**src/rtl/wheel_spin_ctrl_pkg.sv**
```systemverilog
// rtl/wheel_spin_ctrl_pkg.sv - shared wheel definitions: state codes, pocket geometry, modulo helper
// Contents:
//   POCKETS_DEFAULT  pocket count of a single-zero wheel
//   POCKET_W         width of pocket indices
//   CNT_W            width of the steps/interval/tick counters
//   ST_*             controller state encodings
//   mod_pockets()    single conditional subtraction, valid for v < 2*p
package wheel_spin_ctrl_pkg;

  localparam int POCKETS_DEFAULT = 37;
  localparam int POCKET_W        = 6;
  localparam int CNT_W           = 8;

  localparam logic [1:0] ST_IDLE = 2'd0;
  localparam logic [1:0] ST_SPIN = 2'd1;
  localparam logic [1:0] ST_DONE = 2'd2;

  // The seed is a 6-bit value (< 64 < 2*37), so one subtraction fully
  // reduces it.
  function automatic logic [6:0] mod_pockets(input logic [6:0] v, input logic [6:0] p);
    return (v >= p) ? (v - p) : v;
  endfunction

endpackage

```
**src/rtl/wheel_spin_ctrl_step_timer.sv**
```systemverilog
// rtl/wheel_spin_ctrl_step_timer.sv - pocket-step divider with per-step deceleration
// Ports:
//   clk       in   system clock
//   clr       in   synchronous active-high reset
//   load      in   restart: tick=0, interval=BASE_DIV
//   run       in   count while the wheel is spinning
//   decel     in   lengthen the interval by DIV_INC on the current step
//   step_now  out  combinational: this edge advances the pocket
module step_timer
  import wheel_spin_ctrl_pkg::*;
#(
  parameter int BASE_DIV = 4,
  parameter int DIV_INC  = 2
) (
  input  logic clk,
  input  logic clr,
  input  logic load,
  input  logic run,
  input  logic decel,
  output logic step_now
);

  logic [CNT_W-1:0] tick;
  logic [CNT_W-1:0] interval;

  assign step_now = run && (tick == (interval - CNT_W'(1)));

  always_ff @(posedge clk) begin
    if (clr) begin
      tick     <= '0;
      interval <= CNT_W'(BASE_DIV);
    end else if (load) begin
      tick     <= '0;
      interval <= CNT_W'(BASE_DIV);
    end else if (run) begin
      if (step_now) begin
        tick <= '0;
        // The new interval applies to the step that starts now.
        if (decel) begin
          interval <= interval + CNT_W'(DIV_INC);
        end
      end else begin
        tick <= tick + CNT_W'(1);
      end
    end
  end

endmodule

```
**src/rtl/wheel_spin_ctrl.sv**
```systemverilog
// rtl/wheel_spin_ctrl.sv - roulette spin controller: seed reduction, lap walk, landing
// Ports:
//   clk     in   system clock
//   clr     in   synchronous active-high reset, overrides everything
//   spin    in   spin request level, sampled only in IDLE
//   seed    in   free-running 6-bit counter value
//   pocket  out  currently displayed pocket
//   step    out  one-cycle pulse after pocket advances
//   busy    out  high in SPIN and DONE
//   done    out  one-cycle pulse on landing
//   result  out  landed pocket, held until the next landing
module wheel_spin_ctrl
  import wheel_spin_ctrl_pkg::*;
#(
  parameter int POCKETS  = POCKETS_DEFAULT,
  parameter int LAPS     = 3,
  parameter int BASE_DIV = 4,
  parameter int DIV_INC  = 2
) (
  input  logic                clk,
  input  logic                clr,
  input  logic                spin,
  input  logic [POCKET_W-1:0] seed,
  output logic [POCKET_W-1:0] pocket,
  output logic                step,
  output logic                busy,
  output logic                done,
  output logic [POCKET_W-1:0] result
);

  logic [1:0]          state;
  logic [CNT_W-1:0]    steps;

  logic [6:0]          seed7;
  logic [6:0]          target7;
  logic [6:0]          pocket7;
  logic [6:0]          dist7;
  logic [CNT_W-1:0]    load_steps;
  logic [POCKET_W-1:0] next_pocket;
  logic                load;
  logic                run;
  logic                decel;
  logic                step_now;

  assign seed7   = {1'b0, seed};
  assign target7 = mod_pockets(seed7, 7'(POCKETS));
  assign pocket7 = {1'b0, pocket};

  // Forward distance from the current pocket to the target around the wheel.
  assign dist7 = (target7 >= pocket7) ? (target7 - pocket7)
                                      : (target7 + 7'(POCKETS) - pocket7);

  assign load_steps  = CNT_W'(LAPS * POCKETS) + {1'b0, dist7};
  assign next_pocket = (pocket == POCKET_W'(POCKETS - 1)) ? '0 : pocket + POCKET_W'(1);

  assign load  = (state == ST_IDLE) && spin;
  assign run   = (state == ST_SPIN);
  // Remaining-after-this-step below one lap: the landing lap slows down.
  assign decel = (steps - CNT_W'(1)) < CNT_W'(POCKETS);

  step_timer #(
    .BASE_DIV (BASE_DIV),
    .DIV_INC  (DIV_INC)
  ) u_step_timer (
    .clk      (clk),
    .clr      (clr),
    .load     (load),
    .run      (run),
    .decel    (decel),
    .step_now (step_now)
  );

  always_ff @(posedge clk) begin
    if (clr) begin
      state  <= ST_IDLE;
      steps  <= '0;
      pocket <= '0;
      result <= '0;
      step   <= 1'b0;
      busy   <= 1'b0;
      done   <= 1'b0;
    end else begin
      step <= 1'b0;
      done <= 1'b0;
      case (state)
        ST_IDLE: begin
          // pocket is deliberately left at the last landing position.
          if (spin) begin
            steps <= load_steps;
            busy  <= 1'b1;
            state <= ST_SPIN;
          end
        end
        ST_SPIN: begin
          if (step_now) begin
            pocket <= next_pocket;
            step   <= 1'b1;
            steps  <= steps - CNT_W'(1);
            if (steps == CNT_W'(1)) begin
              result <= next_pocket;
              done   <= 1'b1;
              state  <= ST_DONE;
            end
          end
        end
        ST_DONE: begin
          busy  <= 1'b0;
          state <= ST_IDLE;
        end
        default: begin
          busy  <= 1'b0;
          state <= ST_IDLE;
        end
      endcase
    end
  end

endmodule

```
**config.mk**
```make
export PLATFORM = sky130hd
export DESIGN_NAME = wheel_spin_ctrl
export DESIGN_NICKNAME = d
export VERILOG_FILES = /design/src/rtl/wheel_spin_ctrl_pkg.sv /design/src/rtl/wheel_spin_ctrl_step_timer.sv /design/src/rtl/wheel_spin_ctrl.sv
export SDC_FILE = /design/constraint.sdc
export NUM_CORES = 1
export LEC_CHECK = 0
export ABC_AREA = 1
export CORE_MARGIN = 2
export CORE_UTILIZATION = 47
export CTS_BUF_LIST = sky130_fd_sc_hd__clkbuf_8
export DETAILED_ROUTE_END_ITERATION = 12
export MAX_ROUTING_LAYER = met4
export PLACE_DENSITY = 0.69
export SYNTH_ARGS = -nofsm -noshare
export SYNTH_HDL_FRONTEND = slang
export SYNTH_HIERARCHICAL = 1
export SYNTH_SLANG_ARGS = --single-unit
```
**constraint.sdc**
```tcl
create_clock -name clk -period 3.1 [get_ports clk]
set_input_delay 0.31 -clock clk [delete_from_list [all_inputs] [get_ports clk]]
set_output_delay 0.31 -clock clk [all_outputs]
set_load 0.05 [all_outputs]
```
==> flow_summary.ini <==
[run_status]
status = finished clean

[power_and_ir_drop]
seqPwrFrac = 0.333
powerDensity_nw_per_um2 = 375
vdd_drop_max_uv = 169
clockPowerShare = 0.264
comb_power_share = 0.403
p_sw_frac = 0.351
p_leak_nw = 1.98
p_int_mw = 1.06
switching_power_mw = 0.576

[placed_design]
place.detailed.hpwl_mm = 6.23
portBuffers = 23
place_area_um2 = 3990
place_congestion = 0.813

[critical_path]
cp_max_fo = 5
worstReg2RegEnd = result[3]$_SDFFE_PP0P_
worstSetupPathType = in -> reg
cp.arrival_ns = 3.14
cp-startpoint = seed[0]
r2r_cells = 15
cp.required_ns = 3.28
endpoint_kind = flop
worstSetupEndpoint = steps[5]$_SDFFE_PP0P_
cp-start-kind = input port
rrSetupSlack_ns = 0.31
r2r_start = u_step_timer/interval[1]$_SDFFE_PP0P_

[drt]
remaining_drc_errors = 0
ant_nets = 0
first_pass_iters = 5
dr.first_iter.drc_count = 120
finalWirelength_mm = 8.23
met3_length_um = 301
routed-wl-met2_mm = 4.23
routed.top_layer = met4
post_drt_via_cell_ratio = 4.97
wl_met1_mm = 3.65
vias = 3238
wire_per_inst_um = 12.6

[yosys]
yosys.area_share.adder = 0.116
syn_nets = 518
async_flop_share = 0
syn_inst = 479
synth_area_leaders = dfxtp_1 (24%), nand2_1 (11%), ha_1 (10%), inv_1 (7.5%), xor2_1 (7.1%)
synth_commonest_cells = nand2_1 (100), inv_1 (67), nor2_1 (42), dfxtp_1 (40), nand3_1 (32)
synth_compound_area_frac = 0.105
ys_seq_elements = 40
synth_simple_gate_area_frac = 0.346
yosysWarnings = 6
synth_top_family_by_area = simple AND/OR/NAND/NOR gates
yosys.area.top_type = dfxtp_1
synth.mux.area_fraction = 0
synth_top_flop_cell = dfxtp_1
synthXorXnorAreaFrac = 0.102
netlist_area_um2 = 3350
avgSynthCellArea_um2 = 7.00
synth_top_area_share = 0.239
synth_edf_count = 0
ys_seq_area_frac = 0.239
yosysMostFrequentCell = nand2_1
synth_cell_types = 40

[sta]
period_minus_slack_ns = 2.96
finalClockSkew_ns = 0.00552
max_freq_mhz = 338
tightest_slew_ns = 0.506
finalSetupTns_ns = 0
finalHoldViolations = 0
setup_viol = 0
slew_headroom = 0.662
timing.final.crit_share = 0.955
hold_slack_ns = 0.469
slew_viol_final = 0

[cts]
cts-htree-levels = 2
cts.path.max_buffers = 2
cts_tree = built
cts_hold_buf = 0
clockRootBuffer = clkbuf_8
clk_pin_slew_ns = 0.08
cts.sink_count = 40
clk_latency_ns = 0.30
cts-buffers-inserted = 5

[floorplanning]
start_util = 0.491
die_w_um = 88.5
coreArea_um2 = 6830
io_pins = 24
die_h_um = 88.5
die_area_um2 = 7820
num_rows = 30

[worst_hold_path]
hp-start = result[2]$_SDFFE_PP0P_
holdCritPathClass = reg -> reg

[cells_and_area]
area_growth_pct = 30.6
antenna_cells = 0
design_area_um2 = 4380
drive_above_1_share = 0.261
nets = 594

[global_route]
antenna_found_initial = 0
grt_pass1_wl_mm = 13.3
first_global_vias = 3073
grt_max_degree = 15
overflow = 0
grtUsageTotal = 0.219

[job]
drv_cap = 0
## metal layers
| metal | global-route usage | vias to the layer above |
|---|---|---|
| li1 | - | 1679 |
| met1 | 0.268 | 1479 |
| met2 | 0.382 | 75 |
| met3 | 0.0317 | 5 |
| met4 | 0.0482 | 0 |
| met5 | - | - |
## stage by stage
step | total power [mW] | util | std cells | worst slack (ns)
4_1_cts | 1.59 | 0.618 | 649 | 0.0101
3_5_place_dp | 1.13 | 0.584 | 635 | -0.541
2_1_floorplan | 0.946 | - | 479 | 0.0428
5_1_grt | 1.74 | 0.641 | 652 | -0.0491
3_3_place_gp | 1.11 | 0.584 | 635 | -0.421
6_report | 1.64 | 0.641 | 652 | 0.139
## area by class of cell
type,instances,area (um^2)
Fill cell,602,2450
Multi-Input combinational cell,359,2430
Sequential cell,40,801
Timing Repair Buffer,75,631
Inverter,74,282
Tap cell,96,120
Clock buffer,5,68.8
Clock inverter,3,42.5
## sequential cells by signal (all words and copies together), names as in the netlist
register               count
steps                      8
u_step_timer/tick          8
u_step_timer/interval      7
pocket                     6
result                     6
state                      2
busy                       1
done                       1
step                       1
## layout by cell type (no fill, tap or decap), types with 4 or more instances in the layout
cell type	count
a21oi_1	26
a21oi_2	4
buf_4	50
clkbuf_8	5
clkdlybuf4s50_1	18
dfxtp_1	40
ha_1	18
ha_2	6
ha_4	4
inv_1	59
inv_2	14
nand2_1	95
nand2_2	13
nand2_4	5
nand3_1	31
nand3_4	4
nand4_1	15
nor2_1	41
nor2_2	7
nor2_4	4
nor3_1	6
o21ai_0	7
o21ai_2	4
xnor2_1	10
xor2_1	25
## how the worst min path moves through the flow
stage / to / slack, ns / cells past startpoint
global placement: result[4]$_SDFFE_PP0P_ / 0.45 / 2
finish: result[2]$_SDFFE_PP0P_ / 0.47 / 2
CTS: result[2]$_SDFFE_PP0P_ / 0.47 / 2
detailed placement: result[2]$_SDFFE_PP0P_ / 0.45 / 2
global route: result[2]$_SDFFE_PP0P_ / 0.48 / 2
floorplan: done$_SDFF_PP0_ / 0.39 / 1
## cells by family after synthesis
group,Yosys count
xor gates and xnor gates,39
and+or+nand+nor,232
adders and majority gates,30
buffers and inverters,80
DFF,40
AOI/OAI and AO/OA,58
## critical path, stage by stage
cell and delay [ns]:
clkdlybuf4s15_1 0.20, buf_6 0.13, o21ai_4 0.15, nand3_2 0.12, nand2_4 0.11, nor2_4 0.04, xor2_2 0.18, buf_4 0.14
buf_4 0.12, buf_4 0.12, ha_2 0.16, inv_2 0.07, ha_4 0.21, nand2_1 0.06, nand2_1 0.06, a31oi_1 0.17
xor2_1 0.09, or2_4 0.27, o21ai_4 0.08, nand2_2 0.07, nand2_1 0.06, nand3_1 0.06, nand2_1 0.09, a21oi_2 0.05
## power groups by stage
stage	sequential, mW	combinational (mW)	clock (mW)
after global placement	0.558	0.555	0
after floorplan	0.558	0.387	0
final	0.546	0.661	0.432
after detailed placement	0.558	0.567	0
after CTS	0.546	0.604	0.444
after global routing	0.548	0.732	0.462
## timing repair
action | in CTS | in global routing
setup buffers | 6 | 3
gates resized for setup | 20 | 37
pin swaps | 11 | 23
endpoints found under the setup margin | 7 | 7
(Power assumes the default switching activity.)
